`src/rtl/cost_ctrl.sv`:
```
// Epoch sequencer for the cost accumulator. Gates delta pairs into the
// accumulator, restarts the sum on each epoch's first sample, captures the
// epoch cost and checks it against a latched convergence threshold.
module cost_ctrl #(
  parameter int unsigned WIDTH   = 32,
  parameter int unsigned FRAC    = 24,
  parameter int unsigned NSAMPLE = 4,
  parameter int unsigned SCNT_W  = 8,
  parameter int unsigned ECNT_W  = 16
) (
  input  logic              clk,
  input  logic              rst,
  input  logic              i_start,
  input  logic [WIDTH-1:0]  i_thresh,
  input  logic [ECNT_W-1:0] i_max_epoch,
  input  logic              i_valid,
  output logic              o_ready,
  input  logic [WIDTH-1:0]  i_d1,
  input  logic [WIDTH-1:0]  i_d2,
  output logic [WIDTH-1:0]  o_d1,
  output logic [WIDTH-1:0]  o_d2,
  output logic              o_acc_en,
  input  logic [WIDTH-1:0]  i_acc,
  output logic [WIDTH-1:0]  o_cost,
  output logic              o_cost_valid,
  output logic [ECNT_W-1:0] o_epoch,
  output logic [SCNT_W-1:0] o_sample_idx,
  output logic              o_busy,
  output logic              o_converged,
  output logic              o_done
);

  // FRAC only documents the fixed-point format; it must still fit the word.
  if (NSAMPLE < 1 || FRAC >= WIDTH || NSAMPLE > (2 ** SCNT_W)) begin : g_param_err
    $error("cost_ctrl: illegal parameter combination");
  end

  localparam logic [SCNT_W-1:0] LastIdx = SCNT_W'(NSAMPLE - 1);

  typedef enum logic [2:0] {
    StIdle,
    StCollect,
    StCapture,
    StCheck,
    StDone
  } state_e;

  state_e              state_q, state_d;
  logic [WIDTH-1:0]    thresh_q, thresh_d;
  logic [ECNT_W-1:0]   max_epoch_q, max_epoch_d;
  logic [ECNT_W-1:0]   epoch_q, epoch_d;
  logic [SCNT_W-1:0]   sample_idx_q, sample_idx_d;
  logic [WIDTH-1:0]    cost_q, cost_d;
  logic                converged_q, converged_d;
  logic                done_q, done_d;

  logic                accept;
  logic [ECNT_W:0]     epoch_next;

  // Combinational gating towards the accumulator and status outputs
  always_comb begin
    o_ready      = (state_q == StCollect);
    accept       = i_valid && o_ready;
    o_d1         = accept ? i_d1 : '0;
    o_d2         = accept ? i_d2 : '0;
    // Dropping enable on the first sample makes the accumulator load it fresh.
    o_acc_en     = !((state_q == StCollect) && (sample_idx_q == '0));
    o_cost_valid = (state_q == StCheck);
    o_busy       = (state_q != StIdle) && (state_q != StDone);
    o_cost       = cost_q;
    o_epoch      = epoch_q;
    o_sample_idx = sample_idx_q;
    o_converged  = converged_q;
    o_done       = done_q;
  end

  // One extra bit so the last-epoch compare cannot wrap
  assign epoch_next = {1'b0, epoch_q} + (ECNT_W + 1)'(1);

  // Next-state logic for the epoch sequencer
  always_comb begin
    state_d      = state_q;
    thresh_d     = thresh_q;
    max_epoch_d  = max_epoch_q;
    epoch_d      = epoch_q;
    sample_idx_d = sample_idx_q;
    cost_d       = cost_q;
    converged_d  = converged_q;
    done_d       = done_q;

    unique case (state_q)
      StIdle, StDone: begin
        if (i_start) begin
          thresh_d     = i_thresh;
          max_epoch_d  = (i_max_epoch == '0) ? ECNT_W'(1) : i_max_epoch;
          epoch_d      = '0;
          sample_idx_d = '0;
          converged_d  = 1'b0;
          done_d       = 1'b0;
          state_d      = StCollect;
        end
      end
      StCollect: begin
        if (accept) begin
          if (sample_idx_q == LastIdx) begin
            sample_idx_d = '0;
            state_d      = StCapture;
          end else begin
            sample_idx_d = sample_idx_q + SCNT_W'(1);
          end
        end
      end
      StCapture: begin
        cost_d  = i_acc;
        state_d = StCheck;
      end
      StCheck: begin
        if ($signed(cost_q) < $signed(thresh_q)) begin
          converged_d = 1'b1;
          done_d      = 1'b1;
          state_d     = StDone;
        end else if (epoch_next == {1'b0, max_epoch_q}) begin
          done_d  = 1'b1;
          state_d = StDone;
        end else begin
          epoch_d = (&epoch_q) ? epoch_q : epoch_next[ECNT_W-1:0];
          state_d = StCollect;
        end
      end
      default: state_d = StIdle;
    endcase
  end

  // State and datapath registers
  always_ff @(posedge clk or negedge rst) begin
    if (!rst) begin
      state_q      <= StIdle;
      thresh_q     <= '0;
      max_epoch_q  <= '0;
      epoch_q      <= '0;
      sample_idx_q <= '0;
      cost_q       <= '0;
      converged_q  <= 1'b0;
      done_q       <= 1'b0;
    end else begin
      state_q      <= state_d;
      thresh_q     <= thresh_d;
      max_epoch_q  <= max_epoch_d;
      epoch_q      <= epoch_d;
      sample_idx_q <= sample_idx_d;
      cost_q       <= cost_d;
      converged_q  <= converged_d;
      done_q       <= done_d;
    end
  end

endmodule

```
`config.mk`:
```
export PLATFORM = sky130hd
export DESIGN_NAME = cost_ctrl
export DESIGN_NICKNAME = d
export VERILOG_FILES = /design/src/rtl/cost_ctrl.sv
export SDC_FILE = /design/constraint.sdc
export NUM_CORES = 1
export LEC_CHECK = 0
export ABC_CLOCK_PERIOD_IN_PS = 2870
export CORE_MARGIN = 5
export CORE_UTILIZATION = 39
export DETAILED_ROUTE_END_ITERATION = 16
export GPL_TIMING_DRIVEN = 0
export PLACE_DENSITY = 0.87
export SLEW_MARGIN = 20
export SYNTH_ARGS = -nofsm -noshare
export SYNTH_HDL_FRONTEND = slang
export SYNTH_SLANG_ARGS = --single-unit
```
`constraint.sdc`:
```
create_clock -name clk -period 2.87 [get_ports clk]
set_clock_uncertainty 0.05 [all_clocks]
set_input_delay 0.4305 -clock clk [delete_from_list [all_inputs] [get_ports clk]]
set_output_delay 0.4305 -clock clk [all_outputs]
set_load 0.1 [all_outputs]
```
# After elaboration in Yosys (flattened, before gate mapping)

Index checks and enable logic that the tools add are counted.
W data, S select, Z words.

Add/sub/neg operators: 2
Multipliers: 0
Div/mod/pow operators: 0
Magnitude comparators: 1
Eq/ne operators: 15
Shifts and indexed selects: 0
Mux-type cells: 24
Bitwise logic cells: 0
Reduce and logical (&&, ||, !) cells: 18

Operator list:

| kind                    | number |
|---|---|
| $mux W16                | 5 |
| $mux W32                | 2 |
| $lt A32 B32 Y1          | 1 |
| $pmux W16 S2            | 1 |
| $mux W8                 | 3 |
| $add A16 B1 Y17 const B | 1 |
| $eq A17 B16 Y1          | 1 |
| $logic_not A16 Y1       | 1 |
| $pmux W8 S2             | 1 |
| $reduce_and A16 Y1      | 1 |
| $mux W3                 | 5 |
| $pmux W3 S4             | 1 |
| $reduce_and A3 Y1       | 4 |
| $add A8 B1 Y8 const B   | 1 |
| $eq A8 B2 Y1 const B    | 1 |
| $logic_not A8 Y1        | 1 |
| $ne A2 B2 Y1 const B    | 4 |
| $eq A3 B2 Y1 const B    | 2 |
| $ne A2 B1 Y1 const B    | 3 |
| $reduce_and A5 Y1       | 1 |
| $mux W1                 | 4 |
| $pmux W1 S2             | 2 |
| $reduce_bool A2 Y1      | 2 |
| $eq A3 B1 Y1 const B    | 1 |
| 9 further kinds         | 11 |

Register bits: 109
Bits in latches: 0
Bits in writable memories: 0
Bits in read-only memories: 0
Bits of input ports: 148
Output and inout bits: 126
Word-level logic and storage cells: 68
Memories kept: 0

# Longest topological paths before layout

Gate-level depths: netlist (run 1).

Word-level depth: 5
Depth in mapped cells: 12
Gate-level depth less buffers: 10

# Least setup slack after synthesis (run 1)

No wires, ideal clock.

Path type: reg2reg
Start: register epoch_q[0], in the netlist o_epoch[0]
End: register epoch_q[15], in the netlist o_epoch[15]
Library setup time: 0.126 ns
Data arrival time: 3.661 ns
Required time: 2.694 ns
Path slack: -0.967 ns
Stages on the path, launching flop included: 12
Buffers on the path: 2
Clock period less this slack: 3.837 ns
Path through: dfrtp_1 -> ha_1 -> and3_1 -> buf_2 -> nand4_2 -> xnor2_1 -> or4_1 -> or4_4 -> nor2_8 -> buf_6 -> nor3_1 -> a311o_1

Word-level cells in the longest chain between the ends: 5
Elaborated cells on any way between the ends: 10
Those cells by class: add/sub: 1; eq/ne: 3; mux: 4; reduce/logical: 2

RTL lines:

| element                                                 | line | text |
|---|---|---|
| start, declared                                         | 51   | `logic [ECNT_W-1:0] epoch_q, epoch_d;` |
| start signal, assigned                                  | 149  | `epoch_q <= epoch_d;` |
| branches (longest 5 deep; another with $add A16 B1 Y17) | -    |  |

Parallel ways; which one is timed is not known. The select of a mux whose other input is x is not followed.
A chain may end at the register's enable or synchronous reset.

# Final worst setup path (run 1)

Start: register epoch_q[1], in the netlist o_epoch[1]
End: register epoch_q[0], in the netlist o_epoch[0]

Word-level cells in the longest chain between the ends: 4
Elaborated cells on any way between the ends: 6
Those cells by class: add/sub: 1; eq/ne: 3; reduce/logical: 2

RTL lines:

| element                              | line | text |
|---|---|---|
| $add A16 B1 Y17                      | 78   | `assign epoch_next = {1'b0, epoch_q} + (ECNT_W + 1)'(1);` |
| $eq A17 B16 Y1                       | 122  | `end else if (epoch_next == {1'b0, max_epoch_q}) begin` |
| $ne A2 B2 Y1 (no source line)        | -    |  |
| $reduce_and A5 Y1 (no source line) * | -    |  |

Every way passes the cells marked *; elsewhere a longest branch is shown, timed or not.

==> results.cfg, run 1 <==
[drt]
ant_nets = 0
post_drt_wl_per_cell_um = 18.7
drt-initial-drc-count = 548
routed_wl_um = 23300
drc = 0
drt-pass1-iter-count = 5
avgViaCountPerCell = 5.33
route.vias.total = 6668

[run]
cap_violations = 0

[cells_and_area]
final_layout_size_suffix_gt1_share_pct = 26.6
fin_nets = 1207
area_growth_pct = 60.8
n_antenna_cell = 0

[yosys]
synthTopCellsByCount = nand2_1, dfrtp_1, and3_1
yosysMostFrequentCell = nand2_1
postSynthCellCount = 708
synth.top_cell.area_share_pct = 41.9
ys_ff_latch = 109
synth_cell_types = 65
synth_edf_count = 0
synth_seq_area_share_pct = 41.9
yosysTopAreaCell = dfrtp_1
yosys-top-cells-area = dfrtp_1, and3_1, nand2_1, ha_1, mux2_2
async_flop_share_pct = 100
syn_area_per_cell_um2 = 9.19
synthesis.area_um2 = 6510
synth_fp_nets = 890
ys.warnings.count = 0
ys.flop_type = dfrtp_1

[die]
std_cell_rows = 47
fp.coreArea_um2 = 16500
die_y_um = 139
dieArea_um2 = 19400
die_w_um = 139
start_util_pct = 39.5
io_pins = 274

[global_routing]
grt_max_degree = 60
grt_first_pass_wirelength_um = 36800
grt_pass1_vias = 6791
antenna_found_initial = 0
grt_usage_pct = 23.4
grt_overflow = 0

[pwr]
p_int_mw = 5.50
switching_share_pct = 57.1
leakage_nw = 4.72
p_seq_share_pct = 21.2
p_comb_share_pct = 69.3
power.density_nw_per_um2 = 1220
p_clk_share_pct = 9.5
switchingPower_mw = 7.30
ir_drop_v = 0.00113

[critical_path]
critical_path_arrival_ps = 3260
path_class = reg -> reg
crit_required_ps = 3100
worstSetupEndpointType = flip-flop
startpoint_type = flip-flop
worstPathMaxFanout = 5

[sta]
tightest_slew_ps = 1040
period_share_pct = 106
final_hold_viol_count = 0
worst_slack_ps = -165
max_slew_margin_pct = 30.5
max_freq_ghz = 0.329
slew_viol_final = 0
rsz0062_at_grt = yes
min_period_ps = 3040
setup_viol = 19
setup_tns_ps = -2350

[worst_hold_path]
hold_class = reg -> reg

[placement]
dpl.hpwl_um = 17600
gp_congestion = 0.897
dpl_worst_slack_ps = -918
port-buffer-count = 273

[clock_network]
tritoncts = done
htreeDepth = 3
cts_buffers = 9
cts_root_buffer = clkbuf_16
ctsLongestPathBuffers = 2
cts_sinks = 109
cts.clk_slew.worst_paths_ps = 70
insertion_delay_ps = 360

[run_status]
status = finished, violations left
violations = setup timing
-- timing repair --
item	in CTS	in global routing
pin swaps	36	16
gates resized for setup	391	77
hold buffers	1	0
setup endpoints to repair	87	82
gates cloned	1	0
hold endpoints to repair	50	0
buffers inserted	24	12
-- path summary, 6_finish.rpt --
| path | start | to | slack (ps) | cells past startpoint |
|---|---|---|---|---|
| max | o_epoch[1]$_DFFE_PN0P_ | o_epoch[0]$_DFFE_PN0P_ | -170 | 11 |
| min | o_converged$_DFFE_PN0P_ | o_converged$_DFFE_PN0P_ | 450 | 2 |
| min in group asynchronous | rst | o_cost[16]$_DFFE_PN0P_ | 510 | 2 |
| min reg2reg | o_converged$_DFFE_PN0P_ | o_converged$_DFFE_PN0P_ | 450 | 2 |
| max reg2reg | o_epoch[1]$_DFFE_PN0P_ | o_epoch[0]$_DFFE_PN0P_ | -170 | 11 |
| max in group asynchronous | rst | o_epoch[4]$_DFFE_PN0P_ | 1560 | 3 |
-- per-stage QoR --
stage	hold WS [ps]	cell area [um^2]	instances	utilization [%]	total power, mW
detailed placement	361	9740	1202	59.1	10.8
global placement	413	9710	1201	59.0	10.6
CTS	443	10100	1238	61.5	12.3
global route	467	10500	1250	63.6	13.5
floorplan	84.9	6700	708	-	8.65
finish	449	10500	1250	63.6	12.8
-- cells by family after synthesis --
kind of cell / synth area share, %
AOI/OAI and AO/OA: 12.0
xor gates and xnor gates: 2.69
adders and majority gates: 6.54
buffers and inverters: 5.48
DFF: 41.9
muxes: 6.48
and+or+nand+nor: 24.9
-- area by class of cell --
| type | count | area [um^2] |
|---|---|---|
| clock inverter | 7 | 56.3 |
| fill | 1309 | 6000 |
| buffer | 39 | 205 |
| inverter | 41 | 156 |
| tap | 220 | 275 |
| sequential | 109 | 2810 |
| multi-input combinational | 513 | 3800 |
| timing repair buffer | 312 | 2930 |
| clock buffer | 9 | 225 |
-- state kept, by name, indices dropped and copies added, names as in the netlist --
| signal | flops |
|---|---|
| o_cost | 32 |
| state_q | 3 |
| o_epoch | 16 |
| thresh_q | 32 |
| o_converged | 1 |
| max_epoch_q | 16 |
| o_sample_idx | 8 |
| o_done | 1 |
-- critical path, stage by stage, from the launching register on --
cell	delay, ps
dfrtp_4	510
ha_4	170
and3_4	170
xnor2_2	140
a311o_1	330
a221o_1	340
or4_4	530
nor2_8	130
or4_4	170
buf_12	110
buf_8	110
mux2i_1	180
-- cell usage in the layout, fill, tap and decap left out, types with 6 or more instances in the layout --
cell type        Yosys  final
dfrtp_1            109     66
ha_4                 0      8
clkbuf_4             0     29
o31ai_1              7      6
a21oi_1             17     13
buf_6                2     12
dfrtp_4              0     13
clkdlybuf4s50_1      0    205
and3_1              74     65
nand2_1            120    117
mux2_2              32     32
and3_2               0      8
buf_2                3     21
nand4_1              6      6
buf_4                1     44
clkbuf_16            0      9
a311o_1              6      6
o21ai_0             54     50
clkbuf_2             0      6
clkbuf_1            37     24
ha_1                34     25
nand3_1             19     17
xor2_1               8      8
inv_1               41     40
nor2_1              17     17
dfrtp_2              0     30
xnor2_1             12     10
or4_1               13     12
nor4_1              10      8
-- layer usage --
layer,track usage [%],up-vias,wire [um]
li1,-,3157,-
met3,5.83,37,1670
met4,5.05,0,333
met2,39.5,264,11500
met1,30.6,3210,9800
met5,0,-,0
-- power by group through the flow --
stage | registers [mW] | clock network [mW] | logic, mW
finish | 2.71 | 1.22 | 8.87
global route | 2.79 | 1.30 | 9.38
CTS | 2.71 | 1.24 | 8.37
detailed placement | 2.72 | 0 | 8.06
global placement | 2.70 | 0 | 7.91
floorplan | 4.53 | 0 | 4.12
Power figures use the tool's default switching activity.
==> run 2, diff against run 1 <==
--- a/config.mk
+++ b/config.mk
@@ -6,6 +6,7 @@
 export NUM_CORES = 1
 export LEC_CHECK = 0
 export ABC_CLOCK_PERIOD_IN_PS = 2870
+export CAP_MARGIN = 20
 export CORE_MARGIN = 5
 export CORE_UTILIZATION = 39
 export DETAILED_ROUTE_END_ITERATION = 16
==> results of run 2 <==
Final layout, timing and power as in run 1 (identical DEF).
==> run 3, diff against run 2 <==
--- a/config.mk
+++ b/config.mk
@@ -5,13 +5,13 @@
 export SDC_FILE = /design/constraint.sdc
 export NUM_CORES = 1
 export LEC_CHECK = 0
-export ABC_CLOCK_PERIOD_IN_PS = 2870
+export ABC_CLOCK_PERIOD_IN_PS = 3900
 export CAP_MARGIN = 20
 export CORE_MARGIN = 5
-export CORE_UTILIZATION = 39
+export CORE_UTILIZATION = 44
 export DETAILED_ROUTE_END_ITERATION = 16
 export GPL_TIMING_DRIVEN = 0
-export PLACE_DENSITY = 0.87
+export PLACE_DENSITY = 0.92
 export SLEW_MARGIN = 20
 export SYNTH_ARGS = -nofsm -noshare
 export SYNTH_HDL_FRONTEND = slang
==> constraint.sdc (replaced) <==
create_clock -name clk -period 3.9 [get_ports clk]
set_clock_uncertainty 0.05 [all_clocks]
set_input_delay 0.585 -clock clk [delete_from_list [all_inputs] [get_ports clk]]
set_output_delay 0.585 -clock clk [all_outputs]
set_load 0.1 [all_outputs]
==> results.cfg, run 3 (synthesis gave the netlist of run 1 again) <==
[cells_and_area]
final_layout_size_suffix_gt1_share_pct = 8.53
area_growth_pct = 51.5
final_common_cell = clkdlybuf4s50_1
fin_nets = 1175
n_antenna_cell = 0
finish.utilization_pct = 67.8
final_cell_mix = clkdlybuf4s50_1, nand2_1, dfrtp_1

[sta]
tightest_slew_ps = 1080
rsz0062_at_grt = no
setup_viol = 0
hold_ws_ps = 65.4
max_slew_margin_pct = 28.4
max_freq_ghz = 0.266
final_hold_viol_count = 0
period_share_pct = 96.6
min_period_ps = 3770
slew_viol_final = 0

[worst_hold_path]
hold_class = in -> async

[die]
fp.coreArea_um2 = 14500
die_w_um = 132
dieArea_um2 = 17300
start_util_pct = 44.8
std_cell_rows = 44
io_pins = 274
die_y_um = 132

[critical_path]
startpoint_type = primary input
crit_required_ps = 3260
r2r_end = o_epoch[15]$_DFFE_PN0P_
r2r_cells = 11
worstSetupEndpointType = output port
reg2reg_setup_slack_ps = 390
path_class = in -> out
critical_path_arrival_ps = 3130
worstPathMaxFanout = 10
r2r_start = o_epoch[0]$_DFFE_PN0P_

[placement]
dpl.hpwl_um = 17600
gp_congestion = 0.941
port-buffer-count = 273

[global_routing]
grt_usage_pct = 25.1
grt_overflow = 0
antenna_found_initial = 0
grt_max_degree = 75
grt_pass1_vias = 6416
grt_first_pass_wirelength_um = 35400

[drt]
route.vias.total = 6576
drt-pass1-iter-count = 6
avgViaCountPerCell = 5.57
ant_nets = 0
drc = 0
routed_wl_um = 22300
post_drt_wl_per_cell_um = 18.9
drt-initial-drc-count = 435

[run_status]
status = finished, final reports clean

[clock_network]
hold_buffers = 0
insertion_delay_ps = 360
ctsLongestPathBuffers = 2
cts_buffers = 9
tritoncts = done
htreeDepth = 3
cts_root_buffer = clkbuf_16
cts_sinks = 109
cts.clk_slew.worst_paths_ps = 70

[pwr]
leakage_nw = 4.95
ir_drop_v = 0.00105
power.density_nw_per_um2 = 882

[run]
cap_violations = 0
-- run 3: changes by cell type in the layout (fill, tap and decap cells not counted), moves of 9 or more --
cell,change
buf_6,-9
buf_2,-18
clkdlybuf4s50_1,+11
clkbuf_1,+12
dfrtp_1,+43
dfrtp_2,-30
and3_1,+9
clkbuf_4,-29
dlygate4sd2_1,+16
dfrtp_4,-13
ha_1,+9
dlymetal6s2s_1,+31
buf_4,-43
-- run 3: cell type report --
class	count	area, um^2
Buffer	45	204
Inverter	41	154
Timing Repair Buffer	274	2820
Fill cell	1123	4680
Clock buffer	9	225
Multi-Input combinational cell	513	3440
Sequential cell	109	2730
Clock inverter	6	57.6
Tap cell	184	230
-- run 3: how the worst max path moves through the flow --
stage	startpoint	to	slack [ps]	cells past startpoint
3_5_place_dp	i_valid	o_d2[2]	-70	5
6_report	i_valid	o_d2[2]	130	5
5_1_grt	state_q[0]$_DFFE_PN0P_	o_d1[24]	1	6
4_1_cts	state_q[0]$_DFFE_PN0P_	o_d1[29]	10	6
2_1_floorplan	o_epoch[0]$_DFFE_PN0P_	o_epoch[15]$_DFFE_PN0P_	60	11
3_3_place_gp	rst	o_cost[7]$_DFFE_PN0P_	-1980	1
-- run 3: where the power goes --
group	switching, mW	internal (mW)
clock network	0.444	0.444
registers	0.340	1.58
logic	4.29	1.60
total	5.07	3.62
-- run 3: routing by layer --
metal	global-route usage, %	wire [um]
met5	0	0
met4	4.91	299
met3	7.22	1740
met1	33.3	9450
met2	41.4	10800
-- run 3: through the flow --
| stage | std cells | power (mW) | setup TNS, ps | worst slack, ps | cell area (um^2) |
|---|---|---|---|---|---|
| global route | 1181 | 9.18 | 0 | 1.08 | 9860 |
| global placement | 1165 | 7.68 | -214610 | -1980 | 9480 |
| floorplan | 708 | 6.25 | 0 | 62.7 | 6510 |
| detailed placement | 1166 | 7.81 | -461 | -70.8 | 9500 |
| CTS | 1181 | 8.70 | 0 | 10.0 | 9770 |
| finish | 1181 | 8.70 | 0 | 134 | 9860 |
-- run 3: repair_timing --
action | in CTS | in global routing
gates cloned | 0 | 0
resized for setup | 39 | 39
setup endpoints to repair | 25 | 45
pin swaps | 0 | 0
buffers inserted | 0 | 0
-- run 3: critical path, stage by stage --
cell and delay (ps):
clkdlybuf4s50_1 600, clkbuf_1 380, clkbuf_1 360, and3_1 240
dlygate4sd2_1 940
